<file path="src/rtl/pwm_sequencer_pkg.sv">
// Shared definitions for the ThreePhasePWM run controller: state encoding,
// duty width and default sequencing constants.
package pwm_sequencer_pkg;

   localparam int DUTY_W         = 8;
   localparam int STEP_DEF       = 4;
   localparam int RAMP_DIV_DEF   = 64;
   localparam int ARM_CYCLES_DEF = 180;

   // 3-bit encoding is also what status/register blocks decode.
   typedef enum logic [2:0] {
      ST_IDLE      = 3'd0,
      ST_ARM       = 3'd1,
      ST_RAMP      = 3'd2,
      ST_RUN       = 3'd3,
      ST_RAMP_DOWN = 3'd4,
      ST_FAULT     = 3'd5
   } pwm_state_e;

   // Bits needed for a counter spanning 0..n-1 (at least one bit).
   function automatic int cnt_width(input int n);
      return (n < 2) ? 1 : $clog2(n);
   endfunction

endpackage

</file>
<file path="src/rtl/pwm_sequencer_duty_slew.sv">
// Ramp-tick prescaler plus a saturating one-step move of the duty toward a
// goal. Shared by the soft-start/slew ramp and the controlled ramp-down.
module duty_slew
   import pwm_sequencer_pkg::*;
#(
   parameter int             DW       = DUTY_W,
   parameter logic [DW-1:0]  STEP     = DW'(STEP_DEF),
   parameter int             RAMP_DIV = RAMP_DIV_DEF
) (
   input  logic          clk,
   input  logic          rst,
   input  logic [DW-1:0] cur,
   input  logic [DW-1:0] goal,
   input  logic          tick_en,
   input  logic          clr,
   output logic [DW-1:0] nxt,
   output logic          done
);

   localparam int            PW       = cnt_width(RAMP_DIV);
   localparam logic [PW-1:0] PRE_LAST = PW'(RAMP_DIV - 1);

   logic [PW-1:0] pre_cnt;
   logic          tick;

   // One step toward goal, evaluated two bits wider so neither direction can
   // wrap; the result is clamped at the goal so it never overshoots.
   function automatic logic [DW-1:0] step_toward(input logic [DW-1:0] c_in,
                                                 input logic [DW-1:0] g_in);
      logic signed [DW+1:0] c;
      logic signed [DW+1:0] g;
      logic signed [DW+1:0] s;
      logic signed [DW+1:0] r;
      c = $signed({2'b00, c_in});
      g = $signed({2'b00, g_in});
      s = $signed({2'b00, STEP});
      if (c < g) begin
         r = c + s;
         return (r > g) ? g_in : r[DW-1:0];
      end else if (c > g) begin
         r = c - s;
         return (r < g) ? g_in : r[DW-1:0];
      end
      return c_in;
   endfunction

   assign tick = tick_en && (pre_cnt == PRE_LAST);

   // Stepped duty on a ramp tick, otherwise hold; done once the goal is met.
   always_comb begin
      nxt  = tick ? step_toward(cur, goal) : cur;
      done = (nxt == goal);
   end

   // Prescaler: wraps every RAMP_DIV enabled clocks, cleared on state change.
   always_ff @(posedge clk or negedge rst) begin
      if (!rst) begin
         pre_cnt <= '0;
      end else if (clr) begin
         pre_cnt <= '0;
      end else if (tick_en) begin
         pre_cnt <= tick ? '0 : pre_cnt + PW'(1);
      end
   end

endmodule

</file>
<file path="src/rtl/pwm_sequencer.sv">
// Run controller for ThreePhasePWM: arm, soft-start ramp, run with slewed
// target changes, controlled ramp-down and latched fault shutdown.
module pwm_sequencer
   import pwm_sequencer_pkg::*;
#(
   parameter int             DW         = DUTY_W,
   parameter logic [DW-1:0]  STEP       = DW'(STEP_DEF),
   parameter int             RAMP_DIV   = RAMP_DIV_DEF,
   parameter int             ARM_CYCLES = ARM_CYCLES_DEF
) (
   input  logic          clk,
   input  logic          rst,
   input  logic          start,
   input  logic          stop,
   input  logic          fault,
   input  logic          fault_clear,
   input  logic [DW-1:0] target_duty,
   output logic          pwm_en,
   output logic [DW-1:0] duty_cycle,
   output logic [2:0]    state_o,
   output logic          at_target,
   output logic          fault_latched
);

   localparam int            AW       = cnt_width(ARM_CYCLES);
   localparam logic [AW-1:0] ARM_LAST = AW'(ARM_CYCLES - 1);

   pwm_state_e    state_q;
   pwm_state_e    state_d;
   logic [DW-1:0] duty_d;
   logic [AW-1:0] arm_cnt;
   logic [DW-1:0] slew_goal;
   logic [DW-1:0] slew_nxt;
   logic          slew_done;
   logic          slew_tick_en;
   logic          state_chg;

   assign state_chg    = (state_d != state_q);
   assign slew_tick_en = (state_q == ST_RAMP) || (state_q == ST_RAMP_DOWN);
   // Ramp-down always heads for zero; the live target is ignored there.
   assign slew_goal    = (state_q == ST_RAMP_DOWN) ? '0 : target_duty;
   assign state_o      = state_q;

   duty_slew #(
      .DW       (DW),
      .STEP     (STEP),
      .RAMP_DIV (RAMP_DIV)
   ) u_slew (
      .clk     (clk),
      .rst     (rst),
      .cur     (duty_cycle),
      .goal    (slew_goal),
      .tick_en (slew_tick_en),
      .clr     (state_chg),
      .nxt     (slew_nxt),
      .done    (slew_done)
   );

   // Next-state and next-duty decode; fault outranks stop, stop outranks start.
   always_comb begin
      state_d = state_q;
      duty_d  = duty_cycle;
      if (fault) begin
         state_d = ST_FAULT;
         duty_d  = '0;
      end else begin
         unique case (state_q)
            ST_IDLE: begin
               duty_d = '0;
               if (start && !stop) state_d = ST_ARM;
            end
            ST_ARM: begin
               if (stop)                     state_d = ST_RAMP_DOWN;
               else if (arm_cnt == ARM_LAST) state_d = ST_RAMP;
            end
            ST_RAMP: begin
               if (stop) begin
                  state_d = ST_RAMP_DOWN;
               end else begin
                  duty_d = slew_nxt;
                  if (slew_done) state_d = ST_RUN;
               end
            end
            ST_RUN: begin
               if (stop)                           state_d = ST_RAMP_DOWN;
               else if (target_duty != duty_cycle) state_d = ST_RAMP;
            end
            ST_RAMP_DOWN: begin
               duty_d = slew_nxt;
               if (slew_done) state_d = ST_IDLE;
            end
            ST_FAULT: begin
               duty_d = '0;
               if (fault_clear) state_d = ST_IDLE;
            end
            default: begin
               state_d = ST_IDLE;
               duty_d  = '0;
            end
         endcase
      end
   end

   // State register and registered outputs, all derived from the next state.
   always_ff @(posedge clk or negedge rst) begin
      if (!rst) begin
         state_q       <= ST_IDLE;
         pwm_en        <= 1'b0;
         duty_cycle    <= '0;
         at_target     <= 1'b0;
         fault_latched <= 1'b0;
      end else begin
         state_q       <= state_d;
         pwm_en        <= (state_d == ST_ARM) || (state_d == ST_RAMP) ||
                          (state_d == ST_RUN) || (state_d == ST_RAMP_DOWN);
         duty_cycle    <= duty_d;
         at_target     <= (state_d == ST_RUN);
         fault_latched <= (state_d == ST_FAULT);
      end
   end

   // Arm dwell counter: runs only in ARM, cleared on every state change.
   always_ff @(posedge clk or negedge rst) begin
      if (!rst) begin
         arm_cnt <= '0;
      end else if (state_chg) begin
         arm_cnt <= '0;
      end else if (state_q == ST_ARM) begin
         arm_cnt <= arm_cnt + AW'(1);
      end
   end

endmodule

</file>
<file path="config.mk">
export PLATFORM = sky130hd
export DESIGN_NAME = pwm_sequencer
export DESIGN_NICKNAME = d
export VERILOG_FILES = /design/src/rtl/pwm_sequencer_pkg.sv /design/src/rtl/pwm_sequencer_duty_slew.sv /design/src/rtl/pwm_sequencer.sv
export SDC_FILE = /design/constraint.sdc
export NUM_CORES = 1
export LEC_CHECK = 0
export ABC_AREA = 1
export BUFFER_PORTS_ARGS = -buffer_cell sky130_fd_sc_hd__clkbuf_2
export CORE_MARGIN = 2
export CORE_UTILIZATION = 50
export CTS_CLUSTER_SIZE = 30
export DETAILED_ROUTE_END_ITERATION = 8
export PLACE_DENSITY = 0.69
export SYNTH_ARGS = -nofsm -noshare
export SYNTH_HDL_FRONTEND = slang
export SYNTH_SLANG_ARGS = --single-unit
</file>
<file path="constraint.sdc">
create_clock -name clk -period 9.1 [get_ports clk]
set_clock_uncertainty 0.1 [all_clocks]
set_input_delay 1.365 -clock clk [delete_from_list [all_inputs] [get_ports clk]]
set_output_delay 1.365 -clock clk [all_outputs]
set_load 0.01 [all_outputs]
</file>
==> run_results.csv <==
group,metric,value,unit
outcome,status,"completed",
worst_setup_path,worstPathMaxFanout,14,
clock_network,clock_latency,0.29,ns
worst_setup_path,critPathArrivalTime,4.98,ns
timing,rsz0062_at_grt,"no",
timing,worstMarginPinSlew,0.712,ns
global_routing,antenna_found_initial,0,
placed_design,hpwl,5890,microns
timing,setup_viol,0,
synth,ys_types,43,
routing,vias,2766,
pwr,p_switching,0.115,mW
floorplanning,start_util,51.2,%
floorplanning,row_count,27,
worst_setup_path,slowest_stage,"a21oi_4",
timing,fin_crit_sh,53.7,%
worst_setup_path,cp_data_required_time,9.19,ns
timing,slew_headroom,52.6,%
worst_hold_path,min_path_type,"register to register",
worst_setup_path,worst-setup-path-type,"primary input to register",
synth,synth_area_leaders,"dfrtp_1, nand2_1, ha_1",
global_routing,grt_max_degree,29,
synth,synth_edf_count,0,
finish,drive_gt1_share,17.9,%
synth,synth_nets,439,
clock_network,ctsResizeCount,0,
synth,ys_top_cells_by_count,"nand2_1, inv_1, nand3_1",
routing,drt_pass1_iterations,5,
timing,fin_setup_tns,0,ns
clock_network,clock-root-buffer,"clkbuf_8",
clock_network,numCtsBuffers,3,
placed_design,io_buffers,27,
routing,wirelength,7560,microns
synth,synth_seq_area_share,25.0,%
pwr,peakVddDrop,0.103,mV
timing,post-route-min-period,4.89,ns
pwr,powerDensity,108,mW/mm^2
placed_design,pre_cts_ws,4.01,ns
timing,fmax,205,MHz
synth,syn_area,0.00280,sq mm
finish,final-seq-area,701,sq um
worst_setup_path,path_common_cell,"nand2_1",
synth,ys.flop_type,"dfrtp_1",
floorplanning,dieArea,0.00621,sq mm
routing,ant_nets,0,
clock_network,cts_sinks,28,
routing,drc_errors,0,
pwr,clkPwrFrac,30.4,%
global_routing,grt_pass1_wl,12500,microns
synth,syn_area_per_cell,6.86,sq um
worst_setup_path,cp_top_family,"simple AND/OR/NAND/NOR gates",
floorplanning,ioPinCount,28,
clock_network,cts.path.max_buffers,2,
timing,finalMaxSlewViolations,0,
finish,final_cells,507,
pwr,p_leak,1.53,nW
global_routing,gr-total-overflow,0,
routing,viasPerCell,5.46,
pwr,switching_share,34.7,%
placed_design,dp_cells,503,
pwr,p_int,0.217,mW
clock_network,cts_tree,"done",
synth,synth_top_area_share,25.0,%
pwr,p_seq_share,40.2,%
routing,drt_iter0_markers,193,
synth,synthArstFlopShare,100,%
clock_network,postCtsSetupRepairBufs,0,
finish,fillers,533,
clock_network,cts_max_level,1,
run,drv_cap,0,
synth,synthCells,408,
clock_network,postCtsHoldBufs,0,
finish,multi_input_area,0.00181,sq mm
pwr,combPwrFrac,29.4,%
routing,wire_per_inst,14.9,microns
timing,fin_ws,4.21,ns
global_routing,grtUsageTotal,25.2,%
floorplanning,die_h,78.8,microns
worst_setup_path,endpoint_kind,"register",
floorplanning,core-area,0.00547,sq mm
worst_setup_path,cp-start-kind,"primary input",
worst_setup_path,max_stage_delay,0.42,ns
synth,yosysWarnings,0,
finish,nets,467,
finish,diodes,0,
global_routing,grt_pass1_vias,2540,
clock_network,clkTransAtPathRegs,0.09,ns
floorplanning,chipWidth,78.8,microns
synth,yosys.cell_count.top_type,"nand2_1",
synth,yosys_register_bits,28,
worst_setup_path,critPathBufInv,5,
synth,yosysTopAreaCell,"dfrtp_1",
timing,hold_viol_final,0,
placed_design,gp_congestion,0.942,
finish,syn_to_final_growth,9.43,%
tightest hold or removal path: stages, from the launching register on:
cell and delay (ns):
dfrtp_1 0.40, xnor2_1 0.15, nor3_2 0.05
flip-flops by register name (all words and copies together) (netlist names):
| register | cells |
|---|---|
| arm_cnt | 8 |
| duty_cycle | 8 |
| u_slew.pre_cnt | 6 |
| state_o | 3 |
| at_target | 1 |
| fault_latched | 1 |
| pwm_en | 1 |
layer usage:
metal	vias to the layer above	share of wire (%)	GRT usage, %
met5	-	0	0
met4	0	1.8	7.76
met3	13	5.3	1.93
met2	86	44	38.7
met1	1270	49	37.9
li1	1397	-	-
cell families (layout without fill, tap and decap cells):
family	count (synthesis)	in the layout	share of synthesized area [%]
mux	3	3	1.07
xor+xnor	16	16	5.00
compound gates	39	39	8.62
flops	28	28	25.0
simple gates	234	234	42.4
fa+ha+maj	17	17	7.60
buf+inv	71	98	10.3
final timing paths:
check	startpoint	to	slack, ns	depth (start not counted)
setup / recovery	target_duty[2]	u_slew.pre_cnt[4]	4.21	25
hold / removal	arm_cnt[0]	arm_cnt[0]	0.52	2
setup reg to reg	state_o[1]	u_slew.pre_cnt[4]	4.47	26
hold reg to reg	arm_cnt[0]	arm_cnt[0]	0.52	2
max in group asynchronous	rst	u_slew.pre_cnt[2]	7.43	1
min in group asynchronous	rst	duty_cycle[0]	1.01	1
power by group through the flow:
stage | combinational (mW) | sequential (mW) | clock (mW)
2_1_floorplan | 0.0735 | 0.135 | 0
6_report | 0.0977 | 0.134 | 0.101
3_5_place_dp | 0.0965 | 0.136 | 0
5_1_grt | 0.110 | 0.134 | 0.108
4_1_cts | 0.0971 | 0.133 | 0.103
3_3_place_gp | 0.0955 | 0.136 | 0
through the flow:
stage	total power [mW]	utilization [%]	cell area (sq um)	hold WS (ns)
floorplan	0.208	-	2800	0.476
global placement	0.231	54.7	2990	0.505
detailed placement	0.232	54.7	2990	0.503
CTS	0.334	56.0	3060	0.526
global route	0.352	56.0	3060	0.566
finish	0.332	56.0	3060	0.524
cells in the final DEF, fill, tap and decap left out, types with 2 or more instances in the layout:
cell and n:
a21oi_1 10, and2_1 2, clkbuf_2 27, clkbuf_8 3
clkinv_1 2, dfrtp_1 28, ha_1 17, inv_1 54
inv_2 9, mux2i_1 3, nand2_1 105, nand2_2 9
nand2_4 2, nand3_1 41, nand3_2 3, nand4_1 14
nor2_1 26, nor2_4 2, nor3_1 8, nor3_2 11
nor4_1 4, o21ai_0 11, o22ai_1 8, or2_2 2
xnor2_1 5, xor2_1 11
final cells by class:
type,instances,area share [%]
Sequential cell,28,22.9
Clock inverter,1,0.980
Clock buffer,3,1.35
Tap cell,72,2.94
Inverter,67,8.33
Timing Repair Buffer,27,4.41
Multi-Input combinational cell,309,59.1
(Power assumes the default switching activity.)
